File: src/rtl/alu_seq_pkg.sv
// Shared definitions for the ALU accumulator sequencer: FSM state encoding,
// default datapath width and settle-counter width.
package alu_seq_pkg;

    localparam int ALU_SEQ_WIDTH = 5;
    localparam int CNT_W         = 3;

    typedef enum logic [1:0] {
        IDLE   = 2'd0,
        WAIT   = 2'd1,
        RESULT = 2'd2
    } state_t;

endpackage : alu_seq_pkg

File: src/rtl/alu_acc_sequencer.sv
// Chains operations through an external combinational ALU, feeding the accumulator back as operand A.
// Optional registered zero flag on the accumulator: define ALU_SEQ_ZERO_FLAG_EN.
module alu_acc_sequencer
    import alu_seq_pkg::*;
#(
    parameter int WIDTH  = ALU_SEQ_WIDTH,
    parameter int SETTLE = 1
) (
    input  logic             clk,
    input  logic             rst,
    input  logic             cmd_valid,
    output logic             cmd_ready,
    input  logic             cmd_load,
    input  logic [1:0]       cmd_sel,
    input  logic [WIDTH-1:0] cmd_data,
    input  logic             cmd_last,
    output logic [WIDTH-1:0] alu_a,
    output logic [WIDTH-1:0] alu_b,
    output logic [1:0]       alu_sel,
    input  logic [WIDTH-1:0] alu_out,
    output logic             res_valid,
    input  logic             res_ready,
    output logic [WIDTH-1:0] res_data,
`ifdef ALU_SEQ_ZERO_FLAG_EN
    output logic             busy,
    output logic             res_zero
`else
    output logic             busy
`endif
);

    localparam logic [CNT_W-1:0] SETTLE_INIT = CNT_W'(SETTLE - 1);

    state_t             state_q, state_d;
    logic [WIDTH-1:0]   acc_q;
    logic [WIDTH-1:0]   b_q;
    logic [1:0]         sel_q;
    logic [CNT_W-1:0]   cnt_q;
    logic               last_q;

    logic               cmd_accept;
    logic               capture;
    logic               acc_wr;
    logic [WIDTH-1:0]   acc_nxt;

    assign cmd_accept = (state_q == IDLE) && cmd_valid;
    assign capture    = (state_q == WAIT) && (cnt_q == '0);

    // NOTE: every signal written in always_comb gets a default first, so no path leaves it unassigned and no latch is inferred.
    always_comb begin
        state_d = state_q;
        acc_wr  = 1'b0;
        acc_nxt = alu_out;
        unique case (state_q)
            IDLE: begin
                if (cmd_valid) begin
                    if (cmd_load) begin
                        acc_wr  = 1'b1;
                        acc_nxt = cmd_data;
                        state_d = cmd_last ? RESULT : IDLE;
                    end else begin
                        state_d = WAIT;
                    end
                end
            end
            WAIT: begin
                if (capture) begin
                    acc_wr  = 1'b1;
                    state_d = last_q ? RESULT : IDLE;
                end
            end
            RESULT: begin
                if (res_ready) state_d = IDLE;
            end
            default: state_d = IDLE;
        endcase
    end

    // NOTE: sequential state uses non-blocking assignments only, so every register samples pre-edge values regardless of statement order.
    always_ff @(posedge clk) begin
        if (rst) begin
            state_q <= IDLE;
            acc_q   <= '0;
            b_q     <= '0;
            sel_q   <= '0;
            cnt_q   <= '0;
            last_q  <= 1'b0;
        end else begin
            state_q <= state_d;
            if (acc_wr) acc_q <= acc_nxt;
            if (cmd_accept && !cmd_load) begin
                b_q    <= cmd_data;
                sel_q  <= cmd_sel;
                cnt_q  <= SETTLE_INIT;
                last_q <= cmd_last;
            end
            if ((state_q == WAIT) && (cnt_q != '0)) cnt_q <= cnt_q - CNT_W'(1);
        end
    end

`ifdef ALU_SEQ_ZERO_FLAG_EN
    // Tracks the value being written so the flag is aligned with acc_q.
    always_ff @(posedge clk) begin
        if (rst)         res_zero <= 1'b1;
        else if (acc_wr) res_zero <= (acc_nxt == '0);
    end
`endif

    assign cmd_ready = (state_q == IDLE);
    assign busy      = (state_q != IDLE);
    assign res_valid = (state_q == RESULT);
    assign res_data  = acc_q;
    assign alu_a     = acc_q;
    assign alu_b     = b_q;
    assign alu_sel   = sel_q;

endmodule : alu_acc_sequencer

File: config.mk
export PLATFORM = sky130hd
export DESIGN_NAME = alu_acc_sequencer
export DESIGN_NICKNAME = d
export VERILOG_FILES = /design/src/rtl/alu_seq_pkg.sv /design/src/rtl/alu_acc_sequencer.sv
export SDC_FILE = /design/constraint.sdc
export NUM_CORES = 1
export LEC_CHECK = 0
export ABC_AREA = 1
export CORE_MARGIN = 2
export CORE_UTILIZATION = 40
export CTS_BUF_LIST = sky130_fd_sc_hd__clkbuf_4 sky130_fd_sc_hd__clkbuf_8
export CTS_CLUSTER_DIAMETER = 120
export DETAILED_ROUTE_END_ITERATION = 8
export GPL_TIMING_DRIVEN = 0
export PLACE_DENSITY = 0.78
export SLEW_MARGIN = 25
export SYNTH_ARGS = -nofsm -noshare
export SYNTH_HDL_FRONTEND = slang
export SYNTH_SLANG_ARGS = --single-unit
File: constraint.sdc
create_clock -name clk -period 1.25 [get_ports clk]
set_input_delay 0.25 -clock clk [delete_from_list [all_inputs] [get_ports clk]]
set_output_delay 0.25 -clock clk [all_outputs]
set_load 0.02 [all_outputs]
# Yosys cells after proc, flatten, opt, wreduce, memory -nomap -nowiden
# Cells that the tools add are included.
[op_classes]
n_mul = 0
mux = 16
shift = 0
div_mod_pow = 0
n_eq_ne = 5
add_sub_neg = 1
reduce_logical = 11
magnitude_cmp = 0
bitwise = 0
[ops]
columns = ["cell", "count"]
rows = [
  ["$mux 5", 3],
  ["$mux 2", 6],
  ["$mux 3", 2],
  ["$pmux 2 s3", 1],
  ["$logic_and 1x1->1", 4],
  ["$ne 2x2->1 const B", 2],
  ["$reduce_bool 2->1", 2],
  ["$logic_not 3->1", 1],
  ["$mux 1", 3],
  ["$reduce_and 3->1", 1],
  ["$reduce_bool 3->1", 1],
  ["$sub 3x1->3 const B", 1],
  ["$eq 2x1->1 const B", 1],
  ["$eq 2x2->1 const B", 1],
  ["$logic_not 2->1", 1],
  ["$ne 2x1->1 const B", 1],
  ["$pmux 1 s2", 1],
  ["$logic_not 1->1", 1],
]
[word_totals]
latch_bits = 0
register_bits = 18
romBits = 0
mem_bits_rw = 0
inputBits = 18
mem_count = 0

# Depth between registers and ports, before layout
[depth]
ltp_word = 5
mapped_depth = 9

# Worst setup path before layout
# No wires, ideal clock.
[synth_timing]
path_kind = "register -> register"
from = "reg cnt_q[0]"
to = "reg acc_q[0] (netlist: alu_a[0])"
path_stages_with_launch = 10
slack_ns = -0.024
required_time_ns = 1.121
arrival_ns = 1.146
cell_sequence = "dfxtp_1 -> inv_1 -> ha_1 -> inv_1 -> nor2_1 -> nand2_1 -> nand2_1 -> nor2_1 -> nor2_1 -> nor2_1"
[synth_via]
elab_chain_len = 4
[synth_lines]
columns = ["item", "line_no", "rtl"]
rows = [
  ["from (decl)", "alu_acc_sequencer.sv:38", "logic [CNT_W-1:0] cnt_q;"],
  ["from (signal assigned)", "alu_acc_sequencer.sv:97", "if ((state_q == WAIT) && (cnt_q != '0)) cnt_q <= cnt_q - CNT_W'(1);"],
  ["$logic_not 3->1", "alu_acc_sequencer.sv:47", "assign capture = (state_q == WAIT) && (cnt_q == '0);"],
  ["$logic_and 1x1->1", "alu_acc_sequencer.sv:47", ""],
  ["$mux 1", "alu_acc_sequencer.sv:67", "if (capture) begin"],
  ["$pmux 1 s2", "alu_acc_sequencer.sv:54", "unique case (state_q)"],
  ["to (signal assigned)", "alu_acc_sequencer.sv:90", "if (acc_wr) acc_q <= acc_nxt;"],
  ["to (decl)", "alu_acc_sequencer.sv:35", "logic [WIDTH-1:0] acc_q;"],
]
# No other way between the ends.
# A chain may end at the register's enable or synchronous reset.

# Worst setup path after layout
[layout_timing]
from = "reg state_q[0]"
to = "out busy"
[layout_via]
elab_chain_len = 1
[layout_lines]
columns = ["item", "line_no", "rtl"]
rows = [
  ["from (decl)", "alu_acc_sequencer.sv:34", "state_t state_q, state_d;"],
  ["from (signal assigned)", "alu_acc_sequencer.sv:89", "state_q <= state_d;"],
  ["$reduce_bool 2->1", "alu_acc_sequencer.sv:110", "assign busy = (state_q != IDLE);"],
  ["to (decl)", "alu_acc_sequencer.sv:28", "output logic busy"],
]
# No other way between the ends.

==> impl_metrics.yaml <==
status:
  run_status: "finished, violations left"
  violations: "setup timing"
detailed_routing:
  wirelength_um: 3160
  vias_per_cell: 4.99
  drc: 0
  routedWlPerCell_um: 13.6
  drt_iter0_markers: 35
  dr_total_vias: 1163
  ant_nets: 0
  dr.pass1.iters: 5
synthesis:
  yosysSeqAreaShare: 0.383
  synth.cell_area_um2: 941
  ys_async_sr_fraction: 0
  synth.area.top_cells: "dfxtp_1 38%, nor2_1 14%, nand2_1 12%"
  synth_edf_count: 0
  ys.flop_type: "dfxtp_1"
  synth_most_common_cell: "nor2_1"
  netlist_top_cells_count: "34 x nor2_1, 31 x nand2_1, 24 x inv_1, 18 x dfxtp_1, 17 x nand3_1"
  synthDistinctLibCells: 17
  synth_cells: 146
  postSynthAreaPerCell_um2: 6.44
  yosys.area.top_type: "dfxtp_1"
  ys_ff_latch: 18
  synth_top_area_share: 0.383
  syn_nets: 166
  synth_warnings: 0
clocking:
  cts_max_level: 1
  clockBufferDepth: 2
  root_buffer: "clkbuf_4"
  cts_tree: "done"
  clk_latency_ps: 300
  clock_sinks: 18
  clk_pin_slew_ps: 110
  numCtsBuffers: 3
  cts_hold_buf: 0
pwr:
  p_switching_mw: 0.450
  p_leak_nw: 0.811
  vdd_ir_drop_max_mv: 0.723
  switching_share: 0.311
  pwr-share-seq: 0.436
  p_comb_frac: 0.302
  p_clk_frac: 0.262
  intPower_mw: 0.998
  p_per_area_nw_per_um2: 891
  power_mw: 1.45
sta:
  tns_ps: -1250
  setup_viol: 21
  holdWs_ps: 490
  fin_ws_ps: -148
  layout_min_cycle_time_ps: 1400
  fin_crit_sh: 1.12
  rsz0062_at_grt: "yes"
  fin_skew_ps: 8.15
  max_freq_mhz: 715
  drv_slew: 0
  worstMarginPinSlew_ps: 543
  slew_headroom: 0.638
  final-hold-violation-count: 0
final_layout:
  diodes: 0
  stdcell_area_um2: 1620
  regArea_um2: 377
  instances_no_fill: 233
  final_nets: 226
  final_util: 0.734
  area_delta_synth_final_pct: 72.6
  multi_input_area_um2: 510
  nFillCells: 175
  drive_gt1_frac: 0.371
critical_path:
  worst-path-max-fanout: 4
  slowest_stage: "dfxtp_4"
  end_kind: "primary output"
  crit_type: "flop to primary output"
  cp.arrival_ps: 1150
  cp_cell_sequence: "nor2_4 > buf_6 > buf_6 > inv_2 > buf_6"
  path_common_cell: "buf_6"
  startpoint: "state_q[0]$_SDFFE_PP0P_"
  crit_path_start_kind: "flop"
  r2r_start: "cnt_q[1]$_SDFFE_PP0P_"
  slowest_delay_ps: 370
  required_ps: 1000
flow_run:
  max-cap-violations: 0
global_route:
  antenna_found_initial: 0
  grt_usage: 0.209
  grt-ovfl-total: 0
  grt_pass1_wl_um: 4350
  first_global_vias: 1067
  grt_start_max_net_pins: 11
floorplan:
  die_x_um: 52.5
  die_area_um2: 2760
  core-area_um2: 2210
  io_pins: 38
  die_h_um: 52.5
  initial_core_util: 0.425
  rows: 17
hold_path:
  hp-start: "cnt_q[1]$_SDFFE_PP0P_"
  hold_class: "flop to flop"
placement:
  place_inst: 211
  post-place-ws_ps: -291
  io_buffers: 37
  hpwl_um: 1710
  gp_congestion: 0.743
  dpl-instance-area_um2: 1350
[routing by layer]
layer,GRT usage,part of all wire,up-vias
met5,0,0,-
met4,0.0897,0.015,0
met3,0.0343,0.079,8
met2,0.377,0.51,66
met1,0.241,0.40,540
li1,-,-,549
[area by class of cell]
| type | count | area share |
|---|---|---|
| Multi-Input combinational cell | 94 | 0.314 |
| Buffer | 9 | 0.0462 |
| Timing Repair Buffer | 55 | 0.304 |
| Sequential cell | 18 | 0.232 |
| Inverter | 25 | 0.0593 |
| Tap cell | 28 | 0.0216 |
| Clock buffer | 4 | 0.0223 |
[critical path: cells and delay by family, from the launching register on]
kind                   cells  cell delay [ps]
buffers and inverters      4              370
flip-flops                 1              370
AND/OR/NAND/NOR            1              120
[power groups by stage]
stage | logic (mW) | clock network, mW | registers (mW)
CTS | 0.379 | 0.365 | 0.631
detailed placement | 0.365 | 0 | 0.644
floorplan | 0.157 | 0 | 0.676
finish | 0.437 | 0.378 | 0.632
global route | 0.473 | 0.414 | 0.636
global placement | 0.360 | 0 | 0.641
[state kept, by name (all words and copies together), names as in the netlist]
signal and flops:
alu_a 5, alu_b 5, cnt_q 3, alu_sel 2
state_q 2, last_q 1
[cells by family after synthesis]
kind of cell             Yosys count  synth area share
AO/OA/AOI/OAI                      5            0.0306
XOR/XNOR                           1           0.00931
adder cells (fa/ha/maj)            2            0.0266
buffers and inverters             34             0.162
flip-flops                        18             0.383
AND/OR/NAND/NOR                   86             0.388
[path summary, 6_finish.rpt]
check,endpoint,slack (ps),cells after the start
hold / removal,cnt_q[1]$_SDFFE_PP0P_,490,2
setup reg to reg,alu_a[2]$_SDFFE_PP0P_,-70,9
setup / recovery,busy,-150,5
hold reg to reg,cnt_q[1]$_SDFFE_PP0P_,490,2
[cells in the final DEF (no fill, tap or decap), drive strengths merged, types with 2 or more instances in the layout]
master and n:
nor2 35, buf 34, nand2 32, inv 25, dfxtp 18, clkdlybuf4s50 17
nand3 17, clkbuf 9, clkdlybuf4s15 8, a21oi 5, ha 2
[repair_timing]
| item | 4_1_cts | 5_1_grt |
|---|---|---|
| cloned | 0 | 1 |
| pin swaps | 7 | 14 |
| buffers inserted | 14 | 4 |
| setup endpoints to repair | 26 | 29 |
| resized for setup | 66 | 53 |
No activity file was read; power rests on OpenSTA's default activity.
